$ cat src/rtl/icc_branch_unit.sv
// Integer condition-code register with Bicc condition evaluation, same-cycle EX flag bypass,
// and the delay-slot / annul sequencer for branches sitting in ID.
module icc_branch_unit #(
  parameter logic [3:0] ICC_RST   = 4'b0000,
  parameter bit         DCTI_TRAP = 1'b1
) (
  input  logic       clk,
  input  logic       reset,
  input  logic       Z_EX,
  input  logic       N_EX,
  input  logic       C_EX,
  input  logic       V_EX,
  input  logic       CC_WE,
  input  logic       stall,
  input  logic       br_id,
  input  logic [3:0] cond,
  input  logic       a_bit,
  output logic [3:0] icc,
  output logic       Ci,
  output logic       br_taken,
  output logic       annul_slot,
  output logic       dcti_err
);

  typedef enum logic [1:0] {IDLE, SLOT, ANNUL} state_t;

  state_t     state;
  logic [3:0] flags_ex;
  logic [3:0] eval_flags;
  logic       cond_true;
  logic       slot_trap;
  logic       annul_cond;

  // Upper half of the cond encoding is the bitwise complement of the lower half; BN/BA share 000.
  function automatic logic cond_eval(input logic [3:0] c, input logic [3:0] f);
    logic n, z, v, cy, base;
    n  = f[3];
    z  = f[2];
    v  = f[1];
    cy = f[0];
    case (c[2:0])
      3'b000:  base = 1'b0;
      3'b001:  base = z;
      3'b010:  base = z | (n ^ v);
      3'b011:  base = n ^ v;
      3'b100:  base = cy | z;
      3'b101:  base = cy;
      3'b110:  base = n;
      default: base = v;
    endcase
    return base ^ c[3];
  endfunction

  assign flags_ex   = {N_EX, Z_EX, V_EX, C_EX};
  assign eval_flags = CC_WE ? flags_ex : icc;
  assign cond_true  = cond_eval(cond, eval_flags);
  assign slot_trap  = (state == SLOT) && DCTI_TRAP;
  // A branch in an annulled slot is squashed, so it never redirects fetch.
  assign br_taken   = br_id & cond_true & ~slot_trap & (state != ANNUL);
  assign annul_cond = a_bit & (~cond_true | (cond == 4'b1000));
  assign Ci         = icc[0];

  always_ff @(posedge clk) begin
    if (reset) begin
      icc        <= ICC_RST;
      state      <= IDLE;
      annul_slot <= 1'b0;
      dcti_err   <= 1'b0;
    end else if (!stall) begin
      if (CC_WE) icc <= flags_ex;
      case (state)
        IDLE: begin
          if (br_id && annul_cond) begin
            state      <= ANNUL;
            annul_slot <= 1'b1;
          end else if (br_id) begin
            state      <= SLOT;
          end
        end
        // SLOT: a nested branch is a DCTI fault; any other slot instruction simply retires.
        SLOT: begin
          state      <= IDLE;
          annul_slot <= 1'b0;
          if (br_id && DCTI_TRAP) dcti_err <= 1'b1;
        end
        ANNUL: begin
          state      <= IDLE;
          annul_slot <= 1'b0;
        end
        default: begin
          state      <= IDLE;
          annul_slot <= 1'b0;
        end
      endcase
    end
  end

endmodule

$ cat config.mk
export PLATFORM = sky130hd
export DESIGN_NAME = icc_branch_unit
export DESIGN_NICKNAME = d
export VERILOG_FILES = /design/src/rtl/icc_branch_unit.sv
export SDC_FILE = /design/constraint.sdc
export NUM_CORES = 1
export LEC_CHECK = 0
export ABC_AREA = 1
export BUFFER_PORTS_ARGS = -buffer_cell sky130_fd_sc_hd__buf_2
export CAP_MARGIN = 40
export CORE_AREA = 2 2 39 41
export DETAILED_ROUTE_END_ITERATION = 6
export DIE_AREA = 0 0 41 43
export GPL_TIMING_DRIVEN = 0
export PLACE_DENSITY = 0.71
export SLEW_MARGIN = 20
export SYNTH_ARGS = -nofsm -noshare
export SYNTH_HDL_FRONTEND = slang
export SYNTH_SLANG_ARGS = --single-unit
$ cat constraint.sdc
create_clock -name clk -period 1.45 [get_ports clk]
set_clock_uncertainty 0.05 [all_clocks]
set_input_delay 0.0725 -clock clk [delete_from_list [all_inputs] [get_ports clk]]
set_output_delay 0.0725 -clock clk [all_outputs]
set_load 0.03 [all_outputs]
==> results of run 1 <==
[worst max-delay path, cell delays in order, from the launching register on]
cell,delay [ns]
sky130_fd_sc_hd__dfxtp_2,0.33
sky130_fd_sc_hd__inv_2,0.03
sky130_fd_sc_hd__nand2_2,0.06
sky130_fd_sc_hd__nand2_2,0.06
sky130_fd_sc_hd__nor2_2,0.07
sky130_fd_sc_hd__nand2_1,0.06
sky130_fd_sc_hd__nand3_2,0.09
sky130_fd_sc_hd__nand2_2,0.05
sky130_fd_sc_hd__nand2_2,0.08
sky130_fd_sc_hd__o2111ai_2,0.10
sky130_fd_sc_hd__a21oi_2,0.13
sky130_fd_sc_hd__buf_6,0.14
[registers in the layout, indices dropped and copies added (netlist names)]
name	flops
icc	4
state	2
annul_slot	1
dcti_err	1
[routing by layer]
layer  share of wire  GRT usage  up-vias  routed length, µm
met3           0.042    0.01571        2                 55
li1                -          -      352                  -
met5               0          0        -                  0
met1            0.45     0.1889      270                588
met2            0.50     0.2156       14                644
met4          0.0069     0.1200        0                  9
[per-stage QoR]
| step | total power [W] | hold WS (ns) |
|---|---|---|
| floorplan | 0.0003782 | 0.08494 |
| global placement | 0.0004299 | 0.2324 |
| detailed placement | 0.0004325 | 0.2324 |
| CTS | 0.0006277 | 0.04280 |
| global route | 0.0006867 | 0.05033 |
| finish | 0.0006433 | 0.05911 |
[kinds of logic after synthesis]
family | Yosys count | synth area share
flops | 8 | 0.2807
simple gates | 48 | 0.4167
compound gates | 13 | 0.1513
buf+inv | 22 | 0.1513
[synthesized netlist by cell type]
| master | n |
|---|---|
| sky130_fd_sc_hd__o211ai_1 | 3 |
| sky130_fd_sc_hd__nand2_2 | 6 |
| sky130_fd_sc_hd__o21a_1 | 1 |
| sky130_fd_sc_hd__a21oi_2 | 2 |
| sky130_fd_sc_hd__buf_4 | 1 |
| sky130_fd_sc_hd__nand2_1 | 23 |
| sky130_fd_sc_hd__nand3_2 | 3 |
| sky130_fd_sc_hd__inv_2 | 1 |
| sky130_fd_sc_hd__inv_1 | 19 |
| sky130_fd_sc_hd__o21ai_0 | 3 |
| sky130_fd_sc_hd__nor2_4 | 1 |
| sky130_fd_sc_hd__o2111ai_1 | 1 |
| sky130_fd_sc_hd__nand3_1 | 5 |
| sky130_fd_sc_hd__nor3_1 | 2 |
| sky130_fd_sc_hd__nor2_2 | 3 |
| sky130_fd_sc_hd__a21oi_1 | 3 |
| sky130_fd_sc_hd__nor2_1 | 5 |
| sky130_fd_sc_hd__clkinv_1 | 1 |
| sky130_fd_sc_hd__dfxtp_1 | 8 |
[final timing paths]
| check | from | end | slack [ns] | cells after the start |
|---|---|---|---|---|
| min | stall | icc[2] | 0.06 | 3 |
| max reg2reg | icc[3] | state[0] | -0.02 | 14 |
| max | icc[3] | br_taken | -0.12 | 11 |
| min reg2reg | annul_slot | annul_slot | 0.40 | 2 |
[power groups by stage]
| stage | sequential, W | combinational, W | clock (W) |
|---|---|---|---|
| floorplan | 0.000268 | 0.000111 | 0 |
| global placement | 0.000248 | 0.000182 | 0 |
| detailed placement | 0.000248 | 0.000184 | 0 |
| CTS | 0.000243 | 0.000213 | 0.000172 |
| global route | 0.000244 | 0.000260 | 0.000182 |
| finish | 0.000244 | 0.000239 | 0.000160 |
[cell type report]
cell class | count | area [µm²] | share of cell area
buffer | 1 | 7.507 | 0.008837
clock buffer | 3 | 22.52 | 0.02651
inverter | 21 | 78.83 | 0.09278
multi-input combinational | 61 | 362.8 | 0.4271
sequential | 8 | 165.2 | 0.1944
tap | 16 | 20.02 | 0.02356
timing repair buffer | 31 | 192.7 | 0.2268
[timing repair]
| item | 4_1_cts | 5_1_grt |
|---|---|---|
| buffers inserted | 5 | 4 |
| resized for setup | 5 | 7 |
| hold buffers | 1 | 0 |
| hold endpoints to repair | 2 | 0 |
| setup endpoints to repair | 1 | 4 |
| pin swaps | 3 | 5 |
==> parameters.txt, run 1 <==
Parameter                              Value

Worst setup path
  CP required ... around 1.3 ns
  Critical Path Start Type ... flop
  Data arrival time at the worst-slack endpoint ... between 1 and 1.5 ns
  Maximum fanout count along the critical path ... 2
  Type of element capturing the critical path ... output port
  Crit path kind ... flop to output port

CTS
  Clock tree from TritonCTS ... yes
  Clock latency of the later-clocked register in the worst-skew pair ... 0.24 ns
  TritonCTS sink count ... 8
  Root Driver ... sky130_fd_sc_hd__clkbuf_4
  Clock-pin transition on the worst setup and hold timing paths ... approximately 0.050 ns
  Count of H-tree levels built during CTS ... 1
  TritonCTS Buffers ... 3
  Maximum clock insertion buffer count ... 2

STA
  Final setup violation count ... 2
  Min Tclk post-route ... about 1.6 ns
  Max-slew violations ... 0
  Remaining max-slew budget at the tightest pin ... 0.7888
  Min setup slack post-route ... -0.1227 ns
  Setup TNS after final layout ... -0.1455 ns
  Peak clock frequency supported by timing ... 635.9 MHz
  Number of hold violations in the final report ... 0
  Worst Tran Pin Value ... around 0.31 ns
  RSZ-0062 raised after global routing ... yes
  Share of the cycle needed by the critical path after routing ... 1.085

Route
  Number of DRC markers in iteration 0 ... 6
  Vias ... 638
  Number of optimization iterations in the first detailed-route pass ... 4
  Avg WL per Cell ... around 9.2 µm
  Via density per instance ... roughly 4.5
  Post-route DRC violation count ... 0
  Detailed Route WL ... approximately 1300 µm
  Antenna Nets Post-Route ... 0

Global route
  Global-route wire length before repair ... 1800 µm
  Number of global-route vias before repair ... around 500
  Grt total ovfl ... 0
  Largest net degree at the start of global routing ... 11
  Global-route total usage across every layer ... 0.1492
  Number of antenna violations at the first check in global routing ... 0

Finish
  Final std cells w/o fill ... ~140
  Nets ... 141
  Diodes inserted ... 0
  Post-route core utilization ... 0.6139
  Area of all placed cells without fillers ... roughly 850 µm²
  Number of filler cells placed in the layout ... roughly 130
  Fraction of final layout cells with drive strength greater than 1 ... 0.5040
  Area growth from synthesis to layout ... 48.90%
  Commonest cells after routing, fill and taps aside ... 23 x sky130_fd_sc_hd__nand2_1, 20 x sky130_fd_sc_hd__buf_2, 17 x sky130_fd_sc_hd__inv_1
  Leading cell type in the layout, fill and taps excluded ... sky130_fd_sc_hd__nand2_1

Synthesis
  Number of instances in the synthesized netlist ... roughly 90
  Count of state elements after synthesis ... 8
  Register area share after synthesis ... 0.2807
  Top cell type by total area after synthesis ... sky130_fd_sc_hd__dfxtp_1
  Post-synthesis cell area ... ~570 µm²
  Yosys warning count ... 0
  Synth area leaders ... sky130_fd_sc_hd__dfxtp_1 28%, sky130_fd_sc_hd__nand2_1 15%, sky130_fd_sc_hd__inv_1 13%
  Post-synthesis cell type count ... 19
  Fraction of post-synthesis cell area in the top cell type by area ... 0.2807
  Avg Inst Size Synth ... ~6.3 µm²
  Net count after synthesis ... around 110

Floorplanning
  Core footprint ... between 0.001 and 0.0015 mm²
  X dimension of the die ... between 40 and 50 µm
  Starting utilization of the core area ... 0.4123
  Ports ... 22
  DIE AREA ... about 0.0018 mm²
  Die Span Y ... approximately 43 µm
  Std cell rows ... 14

Run
  Total of max-cap violations ... 0

Power and ir drop
  Share of total power in sequential cells ... 0.380
  Sw frac ... 0.3281
  Leakage power ... approximately 0.48 nW
  Fraction of power consumed by the clock network ... 0.249
  Areal power density over the cells ... 757.2 mW/mm²
  Internal power of the cells ... approximately 0.00043 W
  Worst IR Drop VDD ... about 0.46 mV
  Combinational share of power ... 0.371
  P_sw ... 0.0002110 W

Placed design
  Placer congestion estimate ... between 0.7 and 0.8
  Placed wire-length estimate ... approximately 940 µm
  Post-Place Cell Area ... ~700 µm²
  Number of I/O port buffers ... 21
  Placed instance count ... between 100 and 150
  Setup WS pre-CTS ... around 0.042 ns

Outcome
  Outcome ... complete, but fails checks
  Violated checks ... negative setup slack

Worst hold path
  Class of the tightest hold or removal check ... input port to flop
Power figures use the tool's default switching activity.
==> inputs of run 2 (changes only) <==
--- a/config.mk
+++ b/config.mk
@@ -8,11 +8,10 @@
 export ABC_AREA = 1
 export BUFFER_PORTS_ARGS = -buffer_cell sky130_fd_sc_hd__buf_2
 export CAP_MARGIN = 40
-export CORE_AREA = 2 2 39 41
+export CORE_AREA = 2 2 47 49
 export DETAILED_ROUTE_END_ITERATION = 6
-export DIE_AREA = 0 0 41 43
+export DIE_AREA = 0 0 49 51
 export GPL_TIMING_DRIVEN = 0
-export PLACE_DENSITY = 0.71
 export SLEW_MARGIN = 20
 export SYNTH_ARGS = -nofsm -noshare
 export SYNTH_HDL_FRONTEND = slang
==> run 2 against run 1 <==
- the flow still finishes with violations (negative setup slack)
- power is 0.59% higher
- wire length up 4.8%
- die area grew 42%
- sequential power is essentially flat
- critical path type unchanged
- critical endpoint unchanged
- largest power group unchanged
- highest routed layer unchanged
==> parameters.txt, run 2 (same netlist as run 1, synthesis figures left out) <==
Parameter                              Value

Run
  Total of max-cap violations ... 0

CTS
  Clock latency of the later-clocked register in the worst-skew pair ... roughly 0.25 ns
  Root Driver ... sky130_fd_sc_hd__clkbuf_4
  Count of H-tree levels built during CTS ... 1
  TritonCTS Buffers ... 3
  Clock-pin transition on the worst setup and hold timing paths ... ~0.06 ns
  Clock tree from TritonCTS ... yes
  TritonCTS sink count ... 8
  Maximum clock insertion buffer count ... 2

STA
  Min Tclk post-route ... 1.570 ns
  Number of hold violations in the final report ... 0
  Peak clock frequency supported by timing ... ~640 MHz
  Share of the cycle needed by the critical path after routing ... 1.082
  Remaining max-slew budget at the tightest pin ... 0.7896
  Min setup slack post-route ... -0.1195 ns
  RSZ-0062 raised after global routing ... yes
  Worst Tran Pin Value ... 0.3131 ns
  Max-slew violations ... 0
  Final setup violation count ... 1

Floorplanning
  Std cell rows ... 17
  Ports ... 22
  Starting utilization of the core area ... 0.2765
  Core footprint ... 0.002063 mm²
  Die Span Y ... about 51 µm
  DIE AREA ... ~0.0025 mm²
  X dimension of the die ... around 49 µm

Finish
  Area growth from synthesis to layout ... 49.56%
  Number of filler cells placed in the layout ... 231
  Fraction of final layout cells with drive strength greater than 1 ... 0.5246
  Diodes inserted ... 0
  Largest regs ... icc (4), state (2)
  Storage element area ... between 150 and 200 µm²
  Multi-input combinational cell area ... approximately 380 µm²
  Post-route core utilization ... 0.4136
  Register name with the most flops ... icc
  Commonest cells after routing, fill and taps aside ... 20 x sky130_fd_sc_hd__nand2_1, 20 x sky130_fd_sc_hd__buf_2, 17 x sky130_fd_sc_hd__inv_1
  Nets ... approximately 140
  Area of all placed cells without fillers ... roughly 850 µm²
  Number of flip-flops under the largest register name ... 4

Power and ir drop
  Worst IR Drop VDD ... a little under 0.4 mV
  Areal power density over the cells ... between 700 and 800 mW/mm²
  Power after layout ... 0.0006471 W
  Leakage power ... between 0.4 and 0.5 nW

Placed design
  Placer congestion estimate ... 0.8141
  Post-Place Cell Area ... between 700 and 800 µm²
  Setup WS pre-CTS ... ~0.0016 ns
  Placed wire-length estimate ... between 1000 and 1500 µm
  Number of I/O port buffers ... 21

Global route
  Global-route total usage across every layer ... 0.1149
  Number of antenna violations at the first check in global routing ... 0
  Largest net degree at the start of global routing ... 11
  Global-route wire length before repair ... 2208 µm
  Grt total ovfl ... 0
  Number of global-route vias before repair ... 548

Worst setup path
  R2R depth ... 12
  Number of stages on the worst setup path ... 10
  Startpoint of the lowest-slack register-to-register path ... icc[2]
  Type of element capturing the critical path ... output port
  Maximum fanout count along the critical path ... 2
  CP required ... 1.33 ns
  CP top delay family ... simple AND/OR/NAND/NOR gates
  Slowest-stage cell, CP ... sky130_fd_sc_hd__dfxtp_2
  Critical Path Start Type ... flop
  Crit path kind ... flop to output port
  Delay of the slowest critical-path stage ... about 0.31 ns
  CP Cell Sequence ... nand2_1, nand2_2, nand2_2, nor2_4, nor2_4, nand2_2, nand2_2, o2111ai_2, a21oi_2, buf_6
  Data arrival time at the worst-slack endpoint ... roughly 1.5 ns
  Count of buffer and inverter cells on the critical path ... 1
  Critical path's most frequent cell ... sky130_fd_sc_hd__nand2_2
  Worst setup startpoint ... icc[2]
  Termination of the worst setup path ... br_taken
  Endpoint of the lowest-slack register-to-register path ... state[0]
  Register-to-register setup slack ... roughly 0.10 ns

Route
  Antenna Nets Post-Route ... 0
  Detailed Route WL ... around 1400 µm
  Number of DRC markers in iteration 0 ... 6
  Avg WL per Cell ... 9.067 µm
  Via density per instance ... between 4 and 5
  Post-route DRC violation count ... 0
  Vias ... about 650
  Number of optimization iterations in the first detailed-route pass ... 4

Outcome
  Outcome ... complete, but fails checks
  Violated checks ... negative setup slack

Worst hold path
  Class of the tightest hold or removal check ... input port to flop
run 2: cell types whose count changed in the layout (fill, tap and decap cells not counted), sizes merged:
cell  before  now
buf       31   28
run 2: what timing repair did:
| action | in CTS | in global routing |
|---|---|---|
| setup buffers | 5 | 1 |
| gates resized for setup | 6 | 10 |
| pin swaps | 5 | 4 |
| hold buffers | 1 | 0 |
| setup endpoints to repair | 1 | 4 |
| endpoints found under the hold margin | 2 | 0 |
run 2: where the power goes:
group | internal, W | total, W | switching [W]
Clock | 0.0000947 | 0.000170 | 0.0000756
Sequential | 0.000234 | 0.000244 | 0.00000948
Combinational | 0.0000952 | 0.000233 | 0.000138
Total | 0.000424 | 0.000647 | 0.000223
run 2: layout make-up:
type	count	share of cell area
buffer	1	0.008798
clock buffer	3	0.02639
inverter	21	0.09238
multi-input combinational	61	0.4428
sequential	8	0.1935
tap	28	0.04106
timing repair buffer	28	0.1950
run 2: per-stage QoR:
stage / TNS, ns / cells / hold slack (ns)
after detailed placement: 0 / 140 / 0.2331
after CTS: -0.1337 / 149 / 0.03688
after global routing: -0.2896 / 150 / 0.05879
after floorplan: 0 / 91 / 0.08494
final: -0.1195 / 150 / 0.04844
after global placement: 0 / 140 / 0.2294
run 2: worst min-delay path by stage:
stage                     depth (start not counted)  slack (ns)        to  start
after floorplan                                   1        0.08  state[0]  reset
after global placement                            2        0.23  state[0]  reset
after detailed placement                          2        0.23  state[0]  reset
after CTS                                         3        0.04    icc[2]  stall
after global routing                              3        0.06  state[0]  stall
final                                             3        0.05  state[1]  stall
run 2: layer usage:
metal	GRT usage	wire length, µm	vias up
li1	-	-	345
met1	0.1444	694	284
met2	0.1758	569	17
met3	0.02047	86	2
met4	0.08571	9	0
met5	0	0	-
run 2: worst register-to-register path, cell delays in order, from the launching register on:
cell and delay (ns):
sky130_fd_sc_hd__dfxtp_2 0.31, sky130_fd_sc_hd__nand2_1 0.07, sky130_fd_sc_hd__nand2_2 0.07, sky130_fd_sc_hd__nand2_2 0.08, sky130_fd_sc_hd__nor2_4 0.04, sky130_fd_sc_hd__nor2_4 0.12
sky130_fd_sc_hd__nand2_2 0.06, sky130_fd_sc_hd__nand2_2 0.06, sky130_fd_sc_hd__buf_4 0.11, sky130_fd_sc_hd__nand3_4 0.08, sky130_fd_sc_hd__nand2_2 0.06, sky130_fd_sc_hd__nand2_1 0.05
sky130_fd_sc_hd__a21oi_2 0.11
==> inputs of run 3 (changes only) <==
--- a/config.mk
+++ b/config.mk
@@ -8,10 +8,10 @@
 export ABC_AREA = 1
 export BUFFER_PORTS_ARGS = -buffer_cell sky130_fd_sc_hd__buf_2
 export CAP_MARGIN = 40
-export CORE_AREA = 2 2 47 49
+export CORE_AREA = 8 8 53 55
 export DETAILED_ROUTE_END_ITERATION = 6
-export DIE_AREA = 0 0 49 51
-export GPL_TIMING_DRIVEN = 0
+export DIE_AREA = 0 0 61 63
+export SKIP_CTS_REPAIR_TIMING = 1
 export SLEW_MARGIN = 20
 export SYNTH_ARGS = -nofsm -noshare
 export SYNTH_HDL_FRONTEND = slang
==> run 3 against run 2 <==
- the run still ends with negative setup slack left
- count of clock-buffer cells in the layout unchanged
- final cell count decreased by 3.3%
- sequential share of layout area increased by 1.9 points
- power decreased by 4.3%
- sequential cell count unchanged
- maximum frequency decreased by 3.1%
- sequential power about the same
- clock power about the same
- largest cell class unchanged
- highest routed layer unchanged
==> parameters.txt, run 3 (same netlist as run 1, synthesis figures left out) <==
Parameter                              Value

Route
  Post-route DRC violation count ... 0
  Detailed Route WL ... 1462 µm
  Number of optimization iterations in the first detailed-route pass ... 2
  Number of DRC markers in iteration 0 ... 17
  Vias ... between 600 and 700
  Via density per instance ... approximately 4.2
  Avg WL per Cell ... 10.08 µm
  Antenna Nets Post-Route ... 0

Worst setup path
  Type of element capturing the critical path ... output port
  Data arrival time at the worst-slack endpoint ... 1.50 ns
  Maximum fanout count along the critical path ... 4
  Crit path kind ... flop to output port
  Count of buffer and inverter cells on the critical path ... 1
  CP top delay family ... compound AO/OA/AOI/OAI gates
  Delay of the slowest critical-path stage ... around 0.34 ns
  Critical Path Start Type ... flop
  Critical path's most frequent cell ... sky130_fd_sc_hd__nand2_2
  CP required ... roughly 1.3 ns
  Slowest-stage cell, CP ... sky130_fd_sc_hd__dfxtp_2
  Register-to-register setup slack ... 0.15 ns
  CP Cell Sequence ... o21ai_2, nor2_1, nor2_4, nand2_2, nand2_2, o2111ai_2, a21oi_2, buf_6

Finish
  Area growth from synthesis to layout ... 35.96%
  Register name with the most flops ... icc
  Nets ... 133
  Area of all placed cells without fillers ... approximately 780 µm²
  Commonest cells after routing, fill and taps aside ... 23 x sky130_fd_sc_hd__nand2_1, 20 x sky130_fd_sc_hd__buf_2, 18 x sky130_fd_sc_hd__inv_1
  Multi-input combinational cell area ... ~340 µm²
  Fraction of final layout cells with drive strength greater than 1 ... 0.4274
  Diodes inserted ... 0
  Largest regs ... icc (4), state (2)
  Number of flip-flops under the largest register name ... 4
  Storage element area ... roughly 170 µm²
  Number of filler cells placed in the layout ... ~230
  Leading cell type in the layout, fill and taps excluded ... sky130_fd_sc_hd__nand2_1

STA
  Remaining max-slew budget at the tightest pin ... 0.8324
  Min Tclk post-route ... about 1.6 ns
  Number of hold violations in the final report ... 0
  Min setup slack post-route ... -0.1691 ns
  RSZ-0062 raised after global routing ... yes
  Worst Tran Pin Value ... roughly 0.25 ns
  Setup TNS after final layout ... -0.1691 ns
  Max-slew violations ... 0
  Final setup violation count ... 1
  Share of the cycle needed by the critical path after routing ... 1.117
  Peak clock frequency supported by timing ... 617.6 MHz

Power and ir drop
  Power after layout ... slightly above 0.0006 W
  Areal power density over the cells ... ~800 mW/mm²
  Worst IR Drop VDD ... ~0.52 mV
  Leakage power ... 0.4333 nW

Worst hold path
  Class of the tightest hold or removal check ... input port to flop

Floorplanning
  Core footprint ... roughly 0.0021 mm²
  Std cell rows ... 17
  Die Span Y ... 63 µm
  Starting utilization of the core area ... 0.2765
  X dimension of the die ... about 61 µm
  Ports ... 22
  DIE AREA ... ~0.0038 mm²

Placed design
  Placer congestion estimate ... 0.8064
  Number of I/O port buffers ... 21
  Placed wire-length estimate ... about 1200 µm
  Post-Place Cell Area ... around 710 µm²

Global route
  Grt total ovfl ... 0
  Number of global-route vias before repair ... around 560
  Met3 demand-to-capacity share in global routing ... 0.03086
  Global-route total usage across every layer ... 0.07766
  Met2 track utilization from global routing ... 0.1032
  Number of antenna violations at the first check in global routing ... 0
  M1 GR Usage ... 0.09733
  Largest net degree at the start of global routing ... 11
  Gr busiest metal ... met2
  Global-route wire length before repair ... about 2300 µm

CTS
  Count of H-tree levels built during CTS ... 1
  Clock latency of the later-clocked register in the worst-skew pair ... roughly 0.26 ns
  Clock tree from TritonCTS ... yes
  Maximum clock insertion buffer count ... 2
  Root Driver ... sky130_fd_sc_hd__clkbuf_4
  TritonCTS sink count ... 8
  Clock-pin transition on the worst setup and hold timing paths ... 0.06 ns
  TritonCTS Buffers ... 3

Run
  Total of max-cap violations ... 0

Outcome
  Outcome ... complete, but fails checks
  Violated checks ... negative setup slack
run 3: cell types whose count changed in the layout (fill, tap and decap cells not counted), moves of 2 or more:
cell and delta:
sky130_fd_sc_hd__buf_4 -5, sky130_fd_sc_hd__nand2_2 -3, sky130_fd_sc_hd__nand3_1 +2, sky130_fd_sc_hd__nand2_1 +3, sky130_fd_sc_hd__a21oi_1 +2, sky130_fd_sc_hd__a21oi_2 -2
run 3: layout make-up:
| class | count | area share |
|---|---|---|
| tap | 28 | 0.04516 |
| sequential | 8 | 0.2129 |
| inverter | 21 | 0.1016 |
| timing repair buffer | 24 | 0.1758 |
| clock buffer | 3 | 0.02903 |
| multi-input combinational | 61 | 0.4355 |
run 3: final timing paths:
check / start / to / cells after the start
worst max-delay path: icc[0] / br_taken / 8
worst min-delay path: stall / state[1] / 3
worst max register to register: icc[0] / state[0] / 9
worst min register to register: annul_slot / annul_slot / 2
run 3: through the flow:
stage	util	std cells	hold WS (ns)	worst slack, ns
CTS	0.3560	142	-0.03547	-0.2501
finish	0.3760	145	0.06299	-0.1691
global placement	0.3451	139	0.2302	0.1025
floorplan	-	91	0.08494	0.01025
global route	0.3760	145	0.07952	-0.2651
detailed placement	0.3451	139	0.2338	0.04174
run 3: worst reg2reg max path, stage by stage, from the launching register on:
cell	delay (ns)
sky130_fd_sc_hd__dfxtp_2	0.34
sky130_fd_sc_hd__o21ai_2	0.16
sky130_fd_sc_hd__nor2_1	0.08
sky130_fd_sc_hd__nor2_4	0.13
sky130_fd_sc_hd__nand2_2	0.06
sky130_fd_sc_hd__nand2_2	0.08
sky130_fd_sc_hd__nand3_2	0.08
sky130_fd_sc_hd__nand2_1	0.07
sky130_fd_sc_hd__nand2_1	0.06
sky130_fd_sc_hd__a21oi_2	0.12
run 3: layer usage:
metal	share of wire	vias up
met3	0.073	4
met2	0.40	16
met4	0.022	0
met5	0	-
met1	0.50	255
li1	-	337
run 3: power breakdown:
part           total (W)  switching (W)  internal [W]
sequential      0.000245      0.0000106      0.000234
clock           0.000171      0.0000767     0.0000948
combinational   0.000203       0.000125     0.0000779
total           0.000620       0.000212      0.000407
